--- src/rtl/posit_encode_pkg.sv ---
// Shared posit helpers: input format selector, field-width functions and the NaR pattern.
// The encoder, its rounding sub-block and sibling streaming operators all import this package.
package posit_encode_pkg;

  typedef enum logic [1:0] {
    POSIT,
    AADD,
    AMULT
  } posit_format_e;

  // Posits are at most 64 bits wide here; narrower words take the top N bits.
  localparam logic [63:0] NAR_PATTERN = 64'h8000_0000_0000_0000;

  function automatic int get_max_scale(input int n, input int es);
    return (n - 2) << es;
  endfunction

  function automatic int get_fraction_width(input int n, input int es, input posit_format_e fmt);
    int base;
    base = n - 3 - es;
    case (fmt)
      AADD:    return base + 3;
      AMULT:   return 2 * base + 1;
      default: return base;
    endcase
  endfunction

  function automatic int get_scale_width(input int n, input int es, input posit_format_e fmt);
    int extra;
    case (fmt)
      AADD:    extra = 2;
      AMULT:   extra = 3;
      default: extra = 1;
    endcase
    return $clog2(get_max_scale(n, es)) + extra;
  endfunction

endpackage

--- src/rtl/posit_round_sat.sv ---
// Final encoder stage: round-to-nearest-even on the magnitude, saturate to maxpos/minpos,
// apply the sign, and substitute the NaR and zero patterns.
module posit_round_sat
  import posit_encode_pkg::*;
#(
  parameter int N = 32
) (
  input  logic [N-2:0] mag_i,
  input  logic         guard_i,
  input  logic         sticky_i,
  input  logic         ovf_i,
  input  logic         unf_i,
  input  logic         sign_i,
  input  logic         nar_i,
  input  logic         zero_i,
  output logic [N-1:0] posit_o
);

  localparam logic [N-1:0] NAR    = NAR_PATTERN[63 -: N];
  localparam logic [N-1:0] MAXPOS = {1'b0, {(N-1){1'b1}}};
  localparam logic [N-1:0] MINPOS = {{(N-1){1'b0}}, 1'b1};

  logic         round_up;
  logic [N-1:0] rounded;
  logic [N-1:0] mag_sat;

  always_comb begin
    round_up = guard_i & (mag_i[0] | sticky_i);
    rounded  = {1'b0, mag_i} + {{(N-1){1'b0}}, round_up};
    // An all-ones magnitude is already maxpos, so rounding must not wrap it.
    if (ovf_i | (&mag_i)) begin
      mag_sat = MAXPOS;
    end else if (unf_i | ~(|rounded)) begin
      mag_sat = MINPOS;
    end else begin
      mag_sat = rounded;
    end
    if (nar_i) begin
      posit_o = NAR;
    end else if (zero_i) begin
      posit_o = '0;
    end else if (sign_i) begin
      posit_o = -mag_sat;
    end else begin
      posit_o = mag_sat;
    end
  end

endmodule

--- src/rtl/posit_encode.sv ---
// Streaming posit encoder: one-entry skid latch feeding a 3-stage pipeline
// (decompose scale, assemble regime/exponent/fraction, round/saturate/sign).
module posit_encode
  import posit_encode_pkg::*;
#(
  parameter int            POSIT_WIDTH = 32,
  parameter int            POSIT_ES    = 2,
  parameter posit_format_e IN_FORMAT   = AMULT,
  localparam int           FW          = get_fraction_width(POSIT_WIDTH, POSIT_ES, IN_FORMAT),
  localparam int           SW          = get_scale_width(POSIT_WIDTH, POSIT_ES, IN_FORMAT)
) (
  input  logic                   clk,
  input  logic                   rst_n,
  output logic                   rtr_o,
  input  logic                   rts_i,
  input  logic                   sow_i,
  input  logic                   eow_i,
  input  logic [FW-1:0]          fraction_i,
  input  logic [SW-1:0]          scale_i,
  input  logic                   sign_i,
  input  logic                   NaR_i,
  input  logic                   zero_i,
  input  logic                   rtr_i,
  output logic                   rts_o,
  output logic                   sow_o,
  output logic                   eow_o,
  output logic [POSIT_WIDTH-1:0] posit_o
);

  localparam int N  = POSIT_WIDTH;
  localparam int ES = POSIT_ES;
  localparam int AW = $clog2(N);
  localparam int WW = 2 + ES + FW + N;
  localparam logic signed [SW-1:0] MAX_S = SW'(get_max_scale(N, ES));
  localparam logic signed [SW-1:0] MIN_S = -MAX_S;

  typedef struct packed {
    logic          sign;
    logic          nar;
    logic          zero;
    logic [SW-1:0] scale;
    logic [FW-1:0] frac;
    logic          sow;
    logic          eow;
  } beat_t;

  typedef struct packed {
    logic          valid;
    logic          sign;
    logic          nar;
    logic          zero;
    logic          ovf;
    logic          unf;
    logic          kneg;
    logic [AW-1:0] amt;
    logic [ES-1:0] exp;
    logic [FW-1:0] frac;
    logic          sow;
    logic          eow;
  } s1_t;

  typedef struct packed {
    logic         valid;
    logic         sign;
    logic         nar;
    logic         zero;
    logic         ovf;
    logic         unf;
    logic [N-2:0] mag;
    logic         guard;
    logic         sticky;
    logic         sow;
    logic         eow;
  } s2_t;

  typedef struct packed {
    logic         valid;
    logic [N-1:0] posit;
    logic         sow;
    logic         eow;
  } s3_t;

  logic                 process_en, receive_en;
  logic                 rtr_q, rtr_d;
  logic                 lat_full_q, lat_full_d;
  beat_t                lat_q, lat_d, in_beat, cur;
  s1_t                  s1_q, s1_d;
  s2_t                  s2_q, s2_d;
  s3_t                  s3_q, s3_d;
  logic signed [SW-1:0] scale_in, scale_clamp, k;
  logic                 over, under;
  logic [WW-1:0]        field, shifted;
  logic [N-1:0]         round_posit;

  always_comb begin
    in_beat = '{sign: sign_i, nar: NaR_i, zero: zero_i, scale: scale_i,
                frac: fraction_i, sow: sow_i, eow: eow_i};
    process_en = rtr_i | ~s3_q.valid;
    receive_en = rts_i & rtr_q;
    rtr_d      = process_en;
    lat_full_d = lat_full_q;
    lat_d      = lat_q;
    if (process_en) begin
      lat_full_d = 1'b0;
    end else if (receive_en) begin
      lat_full_d = 1'b1;
      lat_d      = in_beat;
    end
    cur = lat_full_q ? lat_q : in_beat;
  end

  // Stage 1: clamp scale into the representable range and split it into regime run and exponent.
  always_comb begin
    scale_in    = cur.scale;
    over        = scale_in > MAX_S;
    under       = scale_in < MIN_S;
    scale_clamp = over ? MAX_S : (under ? MIN_S : scale_in);
    k           = scale_clamp >>> ES;
    s1_d        = s1_q;
    if (process_en) begin
      s1_d.valid = receive_en | lat_full_q;
      s1_d.sign  = cur.sign;
      s1_d.nar   = cur.nar;
      s1_d.zero  = cur.zero;
      s1_d.ovf   = over;
      s1_d.unf   = under;
      s1_d.kneg  = k[SW-1];
      s1_d.amt   = AW'(k[SW-1] ? ~k : k);
      s1_d.exp   = scale_clamp[ES-1:0];
      s1_d.frac  = cur.frac;
      s1_d.sow   = cur.sow;
      s1_d.eow   = cur.eow;
    end
  end

  // Stage 2: a "10" seed sign-extended right by k gives k+1 ones then 0; a "01" seed
  // shifted by -k-1 gives -k zeros then 1. Everything below the magnitude feeds G and S.
  always_comb begin
    field   = {(s1_q.kneg ? 2'b01 : 2'b10), s1_q.exp, s1_q.frac, {N{1'b0}}};
    shifted = $signed(field) >>> s1_q.amt;
    s2_d    = s2_q;
    if (process_en) begin
      s2_d.valid  = s1_q.valid;
      s2_d.sign   = s1_q.sign;
      s2_d.nar    = s1_q.nar;
      s2_d.zero   = s1_q.zero;
      s2_d.ovf    = s1_q.ovf;
      s2_d.unf    = s1_q.unf;
      s2_d.mag    = shifted[WW-1 -: N-1];
      s2_d.guard  = shifted[WW-N];
      s2_d.sticky = |shifted[WW-N-1:0];
      s2_d.sow    = s1_q.sow;
      s2_d.eow    = s1_q.eow;
    end
  end

  posit_round_sat #(
    .N(N)
  ) u_round_sat (
    .mag_i   (s2_q.mag),
    .guard_i (s2_q.guard),
    .sticky_i(s2_q.sticky),
    .ovf_i   (s2_q.ovf),
    .unf_i   (s2_q.unf),
    .sign_i  (s2_q.sign),
    .nar_i   (s2_q.nar),
    .zero_i  (s2_q.zero),
    .posit_o (round_posit)
  );

  always_comb begin
    s3_d = s3_q;
    if (process_en) begin
      s3_d.valid = s2_q.valid;
      s3_d.posit = round_posit;
      s3_d.sow   = s2_q.sow;
      s3_d.eow   = s2_q.eow;
    end
  end

  always_ff @(posedge clk or negedge rst_n) begin
    if (!rst_n) begin
      rtr_q      <= 1'b0;
      lat_full_q <= 1'b0;
      lat_q      <= '0;
      s1_q       <= '0;
      s2_q       <= '0;
      s3_q       <= '0;
    end else begin
      rtr_q      <= rtr_d;
      lat_full_q <= lat_full_d;
      lat_q      <= lat_d;
      s1_q       <= s1_d;
      s2_q       <= s2_d;
      s3_q       <= s3_d;
    end
  end

  assign rtr_o   = rtr_q;
  assign rts_o   = s3_q.valid;
  assign posit_o = s3_q.posit;
  assign sow_o   = s3_q.sow;
  assign eow_o   = s3_q.eow;

endmodule

--- config.mk ---
export PLATFORM = sky130hd
export DESIGN_NAME = posit_encode
export DESIGN_NICKNAME = d
export VERILOG_FILES = /design/src/rtl/posit_encode_pkg.sv /design/src/rtl/posit_round_sat.sv /design/src/rtl/posit_encode.sv
export SDC_FILE = /design/constraint.sdc
export NUM_CORES = 1
export LEC_CHECK = 0
export ABC_CLOCK_PERIOD_IN_PS = 11850
export BUFFER_PORTS_ARGS = -buffer_cell sky130_fd_sc_hd__buf_2
export CAP_MARGIN = 5
export CORE_ASPECT_RATIO = 2
export CORE_MARGIN = 3
export CORE_UTILIZATION = 60
export DETAILED_ROUTE_END_ITERATION = 6
export GPL_ROUTABILITY_DRIVEN = 0
export GPL_TIMING_DRIVEN = 0
export HOLD_SLACK_MARGIN = 0.06
export PLACE_DENSITY = 0.9
export SLEW_MARGIN = 15
export SYNTH_ARGS = -nofsm -noshare
export SYNTH_HDL_FRONTEND = slang
export SYNTH_SLANG_ARGS = --single-unit
--- constraint.sdc ---
create_clock -name clk -period 11.85 [get_ports clk]
set_clock_uncertainty 0.2 [all_clocks]
set_input_delay 1.185 -clock clk [delete_from_list [all_inputs] [get_ports clk]]
set_output_delay 1.185 -clock clk [all_outputs]
set_load 0.02 [all_outputs]
Yosys cells after proc, flatten, opt, wreduce, memory -nomap -nowiden:

Index checks and enable logic that the tools add are counted.

* magnitude comparators: 2
* muxes and demuxes: 12
* reductions and logical operators: 5
* shift-type cells: 1
* bitwise logic cells: 11
* $add $sub $neg: 2

Operators with widths (count)
* 32-bit 2-to-1 mux: 5
* 91-bit by 5-bit >>> shifter with 91-bit output: 1
* 70-bit 2-to-1 mux: 1
* 59-bit OR reduction: 1
* 31-bit by 1-bit adder with 32-bit output: 1
* 32-bit negator: 1
* 32-bit OR reduction: 1
* 31-bit AND reduction: 1
* 10-bit 2-to-1 mux: 2
* 10-bit by 8-bit > comparator with 1-bit output (second input constant): 1
* 10-bit by 8-bit < comparator with 1-bit output (second input constant): 1
* 5-bit 2-to-1 mux: 1
* 5-bit NOT: 1
* 1-bit OR: 5
* 1-bit NOT: 3
* 1-bit AND: 2
* 1-bit 2-to-1 mux: 2
* 2-bit 2-to-1 mux: 1
* 2-bit AND reduction: 1
* 2-bit nonzero test: 1

* word-level logic and storage cells: 69
* flip-flop bits (word level): 219

Depth between registers and ports, before layout:

Gate-level depths: netlist (run 1).

* depth in word-level cells: 12
* depth in mapped cells: 20
* depth with buffers taken out: 18

By module:

A second synthesis (run 1) with hierarchy kept.

* cells, all modules: 1448
* area total of the unflattened synthesis: 13773.2 um^2

By module, submodules not included
* posit_encode: cells an instance 1034, area an instance 11243.3 um^2, times used 1
* posit_round_sat: cells an instance 414, area an instance 2529.9 um^2, times used 1

Worst setup path after synthesis (run 1):

Ideal clock, no wire load.

* kind: register -> register
* start: register s2_q[4] (netlist name)
* end: register s3_q, in the netlist posit_o[12]
* stages on the path, launching flop included: 19
* setup slack: 7.055 ns
* data arrival time: 4.474 ns
* cells stage by stage: dfrtp_1 o21a_1 ha_1 ha_1 nand4_2 nor4_4 nor4b_4 xnor2_1 nand4_1 nor4_4 a21oi_2 a21oi_1 ha_1 and2_1 nand4_1 o221ai_1 nor3_1 a211o_1 a22o_1

* word-level cells in the longest chain between the ends: 12
* elaborated cells between the ends (all ways): 14
* classes of those cells: add/sub (2); mux (5); bitwise (5); reduce/logical (2)

RTL lines
* start, declared: RTL line posit_encode.sv:88 `s2_t s2_q, s2_d;`
* start signal, assigned: RTL line posit_encode.sv:187 `s2_q <= '0;`
* start signal, assigned: RTL line posit_encode.sv:194 `s2_q <= s2_d;`
* 1-bit OR: RTL line posit_round_sat.sv:28 `round_up = guard_i & (mag_i[0] | sticky_i);`
* 1-bit AND: RTL line posit_round_sat.sv:28
* 31-bit by 1-bit adder with 32-bit output: RTL line posit_round_sat.sv:29 `rounded = {1'b0, mag_i} + {{(N-1){1'b0}}, round_up};`
* 32-bit OR reduction: RTL line posit_round_sat.sv:33 `end else if (unf_i | ~(|rounded)) begin`
* 1-bit NOT: RTL line posit_round_sat.sv:33
* 1-bit OR: RTL line posit_round_sat.sv:33
* 32-bit 2-to-1 mux: RTL line posit_round_sat.sv:33
* 32-bit 2-to-1 mux (*): RTL line posit_round_sat.sv:31 `if (ovf_i | (&mag_i)) begin`
* 32-bit negator: RTL line posit_round_sat.sv:43 `posit_o = -mag_sat;`
* 32-bit 2-to-1 mux (*): RTL line posit_round_sat.sv:42 `end else if (sign_i) begin`
* 32-bit 2-to-1 mux (*): RTL line posit_round_sat.sv:40 `end else if (zero_i) begin`
* 32-bit 2-to-1 mux (*): RTL line posit_round_sat.sv:38 `if (nar_i) begin`
* end signal, assigned: RTL line posit_encode.sv:188 `s3_q <= '0;`
* end signal, assigned: RTL line posit_encode.sv:195 `s3_q <= s3_d;`
* end, declared: RTL line posit_encode.sv:89 `s3_t s3_q, s3_d;`

Mark *: on every way between the ends. The rest lies on a longest branch, timed or not.
A chain may end at the register's enable or synchronous reset.

Final worst setup path (run 1):

* start: register s2_q[4] (netlist name)
* end: register s3_q, in the netlist posit_o[26]

Same word-level chain as after synthesis.

==> impl_metrics.tcl, run 1 <==
set metrics [dict create \
    worst-setup-path-type "reg -> reg" \
    whs_path_depth 2 \
    wirelength_um 43300 \
    numCtsBuffers 20 \
    clockBufferDepth 3 \
    crit_path_end_kind "flop" \
    cts_resized 0 \
    post_cts_buffers 0 \
    synth_edf_count 0 \
    cts-root-buf "clkbuf_16" \
    period_share 0.540 \
    worst_r2r_path_depth 19 \
    power_mw 4.47 \
    antenna_cells 0 \
    synth-warning-count 0 \
    nNetsFinal 1663 \
    power_density_mw_per_mm2 292 \
    portBuffers 109 \
    antenna_found_initial 0 \
    grt.overflow.total 0 \
    grtUsageTotal 0.357 \
    timing.rr.end "posit_o[26]" \
    dr.pass1.iters 7 \
    clock_sinks 219 \
    placed_area_mm2 0.0145 \
    worstPathRequired_ps 12080 \
    finalHoldViolations 0 \
    finalSetupViolCount 0 \
    viasPerCell 6.80 \
    grt_pass1_vias 13200 \
    cp-start-kind "flop" \
    synthFlopType "dfrtp_1" \
    outcome "finished, final reports clean" \
    hp-class "reg -> reg" \
    wl_met3_um 3040 \
    final_cell_area_mm2 0.0153 \
    synth-compound-area-share 0.157 \
    synthToLayoutAreaGrowth_pct 12.7 \
    wl_met1_um 12900 \
    fmax_mhz 156 \
    grt_pass1_wl_um 68300 \
    ir_drop_mv 0.199 \
    regArea_mm2 0.00548 \
    synth_cells 1452 \
    clk_latency_ps 540 \
    finalCriticalPeriod_ps 6400 \
    r2r_slack_ps 5450 \
    ant_nets 0 \
    cts_htree_levels 1 \
    avgRoutedWirePerCell_um 23.1 \
    ys_seq_area_frac 0.403 \
    start_util 0.613 \
    fillCellCount 1666 \
    leakage_nw 6.29 \
    multi_input_area_mm2 0.00761 \
    slew_viol_final 0 \
    drv_cap 0 \
    synthAdderAreaFrac 0.00368 \
    ios 110 \
    cts_tree "built" \
    fp.dieH_um 219 \
    synthMuxAreaShare 0.196 \
    vias 12800 \
    worst_slew_pin_slew_ps 1030 \
    top_layer "met4" \
    grt_max_degree 104 \
    synthArstFlopShare 1.00 \
    synth_area_mm2 0.0136 \
    ys_seq_elements 219 \
    relSlewSlack 0.307 \
    synth_fp_nets 1530 \
    avgSynthCellArea_um2 9.36 \
    r2r-start "s2_q[4]" \
    yosysUniqueCellTypes 80 \
    dr_wl_met2_um 22400 \
    drive_gt1_frac 0.189 \
    hold_end "sow_o" \
    synth_top_family_by_area "multiplexers" \
    synthXorXnorAreaFrac 0.0284 \
    dieArea_mm2 0.0246 \
    holdBufCountCts 0 \
    rsz0062_at_grt "false" \
    hp-start "sow_o" \
    cp_max_fo 10 \
    dp_hpwl_um 31700 \
    synth-simple-area-share 0.174 \
    die_w_um 112 \
    drt_iter0_drc 1149 \
    worst_ep_arrival_time_ps 6630 \
    finalSetupTns_ps 0 \
    core-area_mm2 0.0222 \
    row_count 77 \
    path_clk_slew_ps 60 \
    drc 0 \
]
[logic make-up (layout without fill, tap and decap cells)]
group,count (synthesis),after routing
xor+xnor,44,44
simple gates,492,492
fa+ha+maj,4,4
buf+inv,126,273
compound gates,348,348
mux,219,219
flops,219,219
[routing by layer]
metal / up-vias / global-route usage
li1: 5561 / -
met2: 860 / 0.635
met1: 6000 / 0.337
met5: - / 0
met3: 334 / 0.0698
met4: 0 / 0.329
[cell type report]
cell class              instances  area share
multi-input cells            1107       0.497
flip-flops and latches        219       0.358
repair buffers                111      0.0399
clock buffers                  25      0.0372
plain buffers                 110      0.0294
well taps                     276      0.0226
clock inverters                11      0.0115
inverters                      16     0.00392
[flip-flops by register name, indices dropped and copies added, names as in the netlist]
name and flops:
lat_q 70, field 57, s2_q 41, posit_o 32
s1_q 14, eow_o 1, lat_full_q 1, rtr_o 1
rts_o 1, sow_o 1
[per-stage QoR]
| stage | hold WS [ps] | util | std cells | setup WS, ps |
|---|---|---|---|---|
| 4_1_cts | 270 | 0.690 | 1875 | 5770 |
| 3_5_place_dp | 255 | 0.656 | 1839 | 5790 |
| 2_1_floorplan | 230 | - | 1452 | 7050 |
| 5_1_grt | 311 | 0.691 | 1875 | 5310 |
| 3_3_place_gp | 246 | 0.653 | 1837 | 5960 |
| 6_report | 264 | 0.691 | 1875 | 5450 |
[worst max-delay path by stage]
stage	cells after the start	start	slack [ps]	endpoint
floorplan	18	s2_q[4]	7050	posit_o[12]
global placement	1	rst_n	5960	lat_q[40]
detailed placement	20	s2_q[4]	5790	posit_o[12]
CTS	20	s2_q[4]	5770	posit_o[12]
global route	20	s2_q[4]	5310	posit_o[12]
finish	19	s2_q[4]	5450	posit_o[26]
[cell usage after synthesis (all sizes together) (3+ instances only)]
master / number / area share
a21oi: 55 / 0.021
o21ai: 167 / 0.062
or4: 5 / 0.0028
a211o: 3 / 0.0019
clkbuf: 80 / 0.022
or2: 5 / 0.0023
a211oi: 15 / 0.0083
inv: 13 / 0.0036
nor3: 28 / 0.011
clkinv: 3 / 0.00083
mux2: 89 / 0.074
nand3: 24 / 0.0098
xnor2: 28 / 0.018
o31ai: 8 / 0.0044
a22oi: 5 / 0.0028
nand2: 250 / 0.069
a21o: 6 / 0.0033
nor4: 18 / 0.012
nand4: 29 / 0.016
a22o: 5 / 0.0032
mux2i: 102 / 0.075
a2111oi: 6 / 0.0043
ha: 4 / 0.0037
a221o: 3 / 0.0022
and2: 9 / 0.0043
buf: 30 / 0.011
o211ai: 17 / 0.0098
and3: 11 / 0.0051
and4: 5 / 0.0032
mux4: 28 / 0.046
a31oi: 12 / 0.0055
nor2: 75 / 0.021
nand2b: 7 / 0.0032
dfrtp: 219 / 0.40
o41ai: 4 / 0.0031
a32oi: 7 / 0.0045
or3: 11 / 0.0051
nor2b: 7 / 0.0032
xor2: 16 / 0.010
o21a: 15 / 0.0083
nand4b: 3 / 0.0019
[report_power, final]
group          switching, mW  internal (mW)  total, mW  leakage [nW]
Combinational           1.47          0.887       2.35          3.29
Sequential             0.301           1.09       1.39          2.63
Clock                  0.296          0.432      0.728         0.366
[cells in the final DEF, fill, tap and decap left out, types with 20 or more instances in the layout]
cell type,Yosys,layout
nand2_1,250,250
dfrtp_1,219,219
o21ai_0,162,162
buf_2,5,113
mux2i_1,102,102
mux2_2,88,88
clkbuf_1,79,79
nor2_1,74,74
a21oi_1,54,54
xnor2_1,28,28
mux4_2,28,28
nor3_1,27,26
nand4_1,25,25
nand3_1,23,23
buf_1,20,20
clkbuf_16,0,20
[critical path, cell delays in order, from the launching register on]
cell,delay [ps]
dfrtp_1,390
o21a_1,150
ha_1,200
ha_1,300
nand4_2,310
nor4_4,660
nand3_4,160
mux2_4,340
o211a_1,270
and2_4,170
buf_6,140
a21o_1,160
buf_6,150
nor3_1,830
ha_1,480
nand2_1,220
clkbuf_1,350
o311ai_0,450
o41ai_1,160
a21o_1,200
(Power assumes the default switching activity.)
==> inputs of run 2 (changes only) <==
--- a/config.mk
+++ b/config.mk
@@ -5,17 +5,17 @@
 export SDC_FILE = /design/constraint.sdc
 export NUM_CORES = 1
 export LEC_CHECK = 0
-export ABC_CLOCK_PERIOD_IN_PS = 11850
+export ABC_CLOCK_PERIOD_IN_PS = 5600
 export BUFFER_PORTS_ARGS = -buffer_cell sky130_fd_sc_hd__buf_2
 export CAP_MARGIN = 5
 export CORE_ASPECT_RATIO = 2
 export CORE_MARGIN = 3
-export CORE_UTILIZATION = 60
+export CORE_UTILIZATION = 55
 export DETAILED_ROUTE_END_ITERATION = 6
 export GPL_ROUTABILITY_DRIVEN = 0
 export GPL_TIMING_DRIVEN = 0
 export HOLD_SLACK_MARGIN = 0.06
-export PLACE_DENSITY = 0.9
+export PLACE_DENSITY = 0.87
 export SLEW_MARGIN = 15
 export SYNTH_ARGS = -nofsm -noshare
 export SYNTH_HDL_FRONTEND = slang
==> constraint.sdc (replaced) <==
create_clock -name clk -period 5.6 [get_ports clk]
set_clock_uncertainty 0.2 [all_clocks]
set_input_delay 0.56 -clock clk [delete_from_list [all_inputs] [get_ports clk]]
set_output_delay 0.56 -clock clk [all_outputs]
set_load 0.02 [all_outputs]
==> impl_metrics.tcl, run 2 (same netlist as run 1, synthesis figures left out) <==
set metrics [dict create \
    largest_reg_flops 70 \
    fillCellCount 1884 \
    relSlewSlack 0.00619 \
    period_share 0.947 \
    dieArea_mm2 0.0267 \
    p_sw_frac 0.462 \
    grt.overflow.total 0 \
    clk_latency_ps 530 \
    dr.pass1.iters 7 \
    clockBufferDepth 3 \
    p_clk_frac 0.168 \
    fin_util 0.641 \
    cp_max_fo 10 \
    power_density_mw_per_mm2 619 \
    outcome "finished, violations left" \
    grt_pass1_wl_um 68700 \
    die_w_um 117 \
    leakage_nw 6.33 \
    ir_drop_mv 0.453 \
    dp_hpwl_um 31800 \
    numCtsBuffers 21 \
    cts-root-buf "clkbuf_16" \
    finalHoldViolations 0 \
    wirelength_um 43600 \
    hp-class "in -> reg" \
    global_route.usage.met3 0.0690 \
    fmax_mhz 189 \
    p_switching_mw 4.42 \
    drt_iter0_drc 1131 \
    grtUsageTotal 0.334 \
    intPower_mw 5.15 \
    grt_pass1_vias 13100 \
    nNetsFinal 1672 \
    antenna_found_initial 1 \
    clock_sinks 219 \
    portBuffers 109 \
    row_count 80 \
    cp-start-kind "flop" \
    worst_ep_arrival_time_ps 5520 \
    drv_cap 1 \
    finalCriticalPeriod_ps 5300 \
    ant_nets 0 \
    antenna_cells 0 \
    comb_power_share 0.526 \
    worst-setup-path-type "reg -> reg" \
    rsz0062_at_grt "false" \
    top_usage_layer "met2" \
    viasPerCell 6.52 \
    use_met2 0.582 \
    drive_gt1_frac 0.193 \
    crit_path_end_kind "flop" \
    drc 0 \
    vias 12600 \
    p_seq_frac 0.307 \
    cts_tree "built" \
    worstPathRequired_ps 5820 \
    cts_htree_levels 1 \
    grt_use_met1 0.323 \
    synthToLayoutAreaGrowth_pct 13.9 \
    slew_viol_final 0 \
    avgRoutedWirePerCell_um 22.5 \
    largest_register "lat_q" \
    violations "max-capacitance violations" \
    layout_commonest_cell "nand2_1" \
    grt_max_degree 106 \
    ios 110 \
    layout_common_cells "250 x nand2_1, 219 x dfrtp_1, 162 x o21ai_0" \
    finalSetupViolCount 0 \
    hold_ws_ps 71.8 \
    worst_slew_pin_slew_ps 1480 \
    fp.dieH_um 228 \
    path_clk_slew_ps 70 \
    core-area_mm2 0.0241 \
    start_util 0.563 \
]
==> run 2: changes by cell type in the layout (fill, tap and decap cells not counted), sizes merged <==
cell and delta:
bufinv +1, clkinv -4, inv +2, dlygate4sd3 +1, buf +7, clkbuf +2
==> run 2: per-stage QoR <==
stage,area (um2),total power [mW],instances,setup WS [ps],setup TNS (ps)
2_1_floorplan,13600,6.19,1452,805,0
4_1_cts,15400,9.28,1932,43.7,0
6_report,15500,9.57,1936,298,0
3_3_place_gp,14500,7.42,1889,-65.0,-96.8
5_1_grt,15500,10.1,1936,63.8,0
3_5_place_dp,14600,7.63,1891,-177,-719
==> run 2: path summary, 6_finish.rpt <==
kind | endpoint | from | cells past startpoint | slack, ps
max | posit_o[12] | s2_q[4] | 22 | 300
min | lat_q[15] | fraction_i[13] | 2 | 70
max reg2reg | posit_o[12] | s2_q[4] | 22 | 300
min reg2reg | sow_o | sow_o | 2 | 270
max in group asynchronous | lat_q[45] | rst_n | 3 | 4120
min in group asynchronous | posit_o[28] | rst_n | 2 | 280
==> run 2: timing repair <==
action,4_1_cts,5_1_grt
hold buffers,1,0
buffers inserted,3,4
endpoints found under the hold margin,52,0
pin swaps,1,2
cloned,0,0
resized for setup,0,8
setup endpoints to repair,9,14
==> run 2: critical path, stage by stage (launching register included) <==
cell and delay [ps]:
dfrtp_1 400, o21a_1 160, ha_1 220, ha_2 290, nand4_4 210, nor4_4 340
buf_4 220, buf_4 120, a311oi_1 80, mux2_2 270, a41o_1 260, and2_4 160
buf_6 140, a21o_1 170, buf_6 150, nor3_2 210, ha_2 290, and2_1 250
nand4_1 200, o221ai_1 280, nor3_1 80, a211o_1 300, a22o_1 190
==> run 2: layout make-up <==
class | instances | area, um2 | share of cell area
plain buffers | 110 | 452 | 0.0292
clock inverters | 10 | 191 | 0.0124
repair buffers | 119 | 673 | 0.0435
inverters | 16 | 60.1 | 0.00388
flip-flops and latches | 219 | 5480 | 0.354
well taps | 328 | 410 | 0.0265
clock buffers | 27 | 578 | 0.0374
multi-input cells | 1107 | 7630 | 0.493
==> run 2: power by group through the flow <==
| stage | Sequential, mW | Clock (mW) | Combinational (mW) |
|---|---|---|---|
| 2_1_floorplan | 2.82 | 0 | 3.37 |
| 4_1_cts | 2.90 | 1.61 | 4.76 |
| 3_5_place_dp | 2.92 | 0 | 4.71 |
| 3_3_place_gp | 2.85 | 0 | 4.57 |
| 6_report | 2.94 | 1.61 | 5.03 |
| 5_1_grt | 3.01 | 1.67 | 5.44 |
==> run 2: routing by layer <==
| metal | routed length (um) | vias up |
|---|---|---|
| li1 | - | 5577 |
| met4 | 4890 | 2 |
| met3 | 2800 | 355 |
| met2 | 22600 | 789 |
| met5 | 7 | - |
| met1 | 13300 | 5899 |
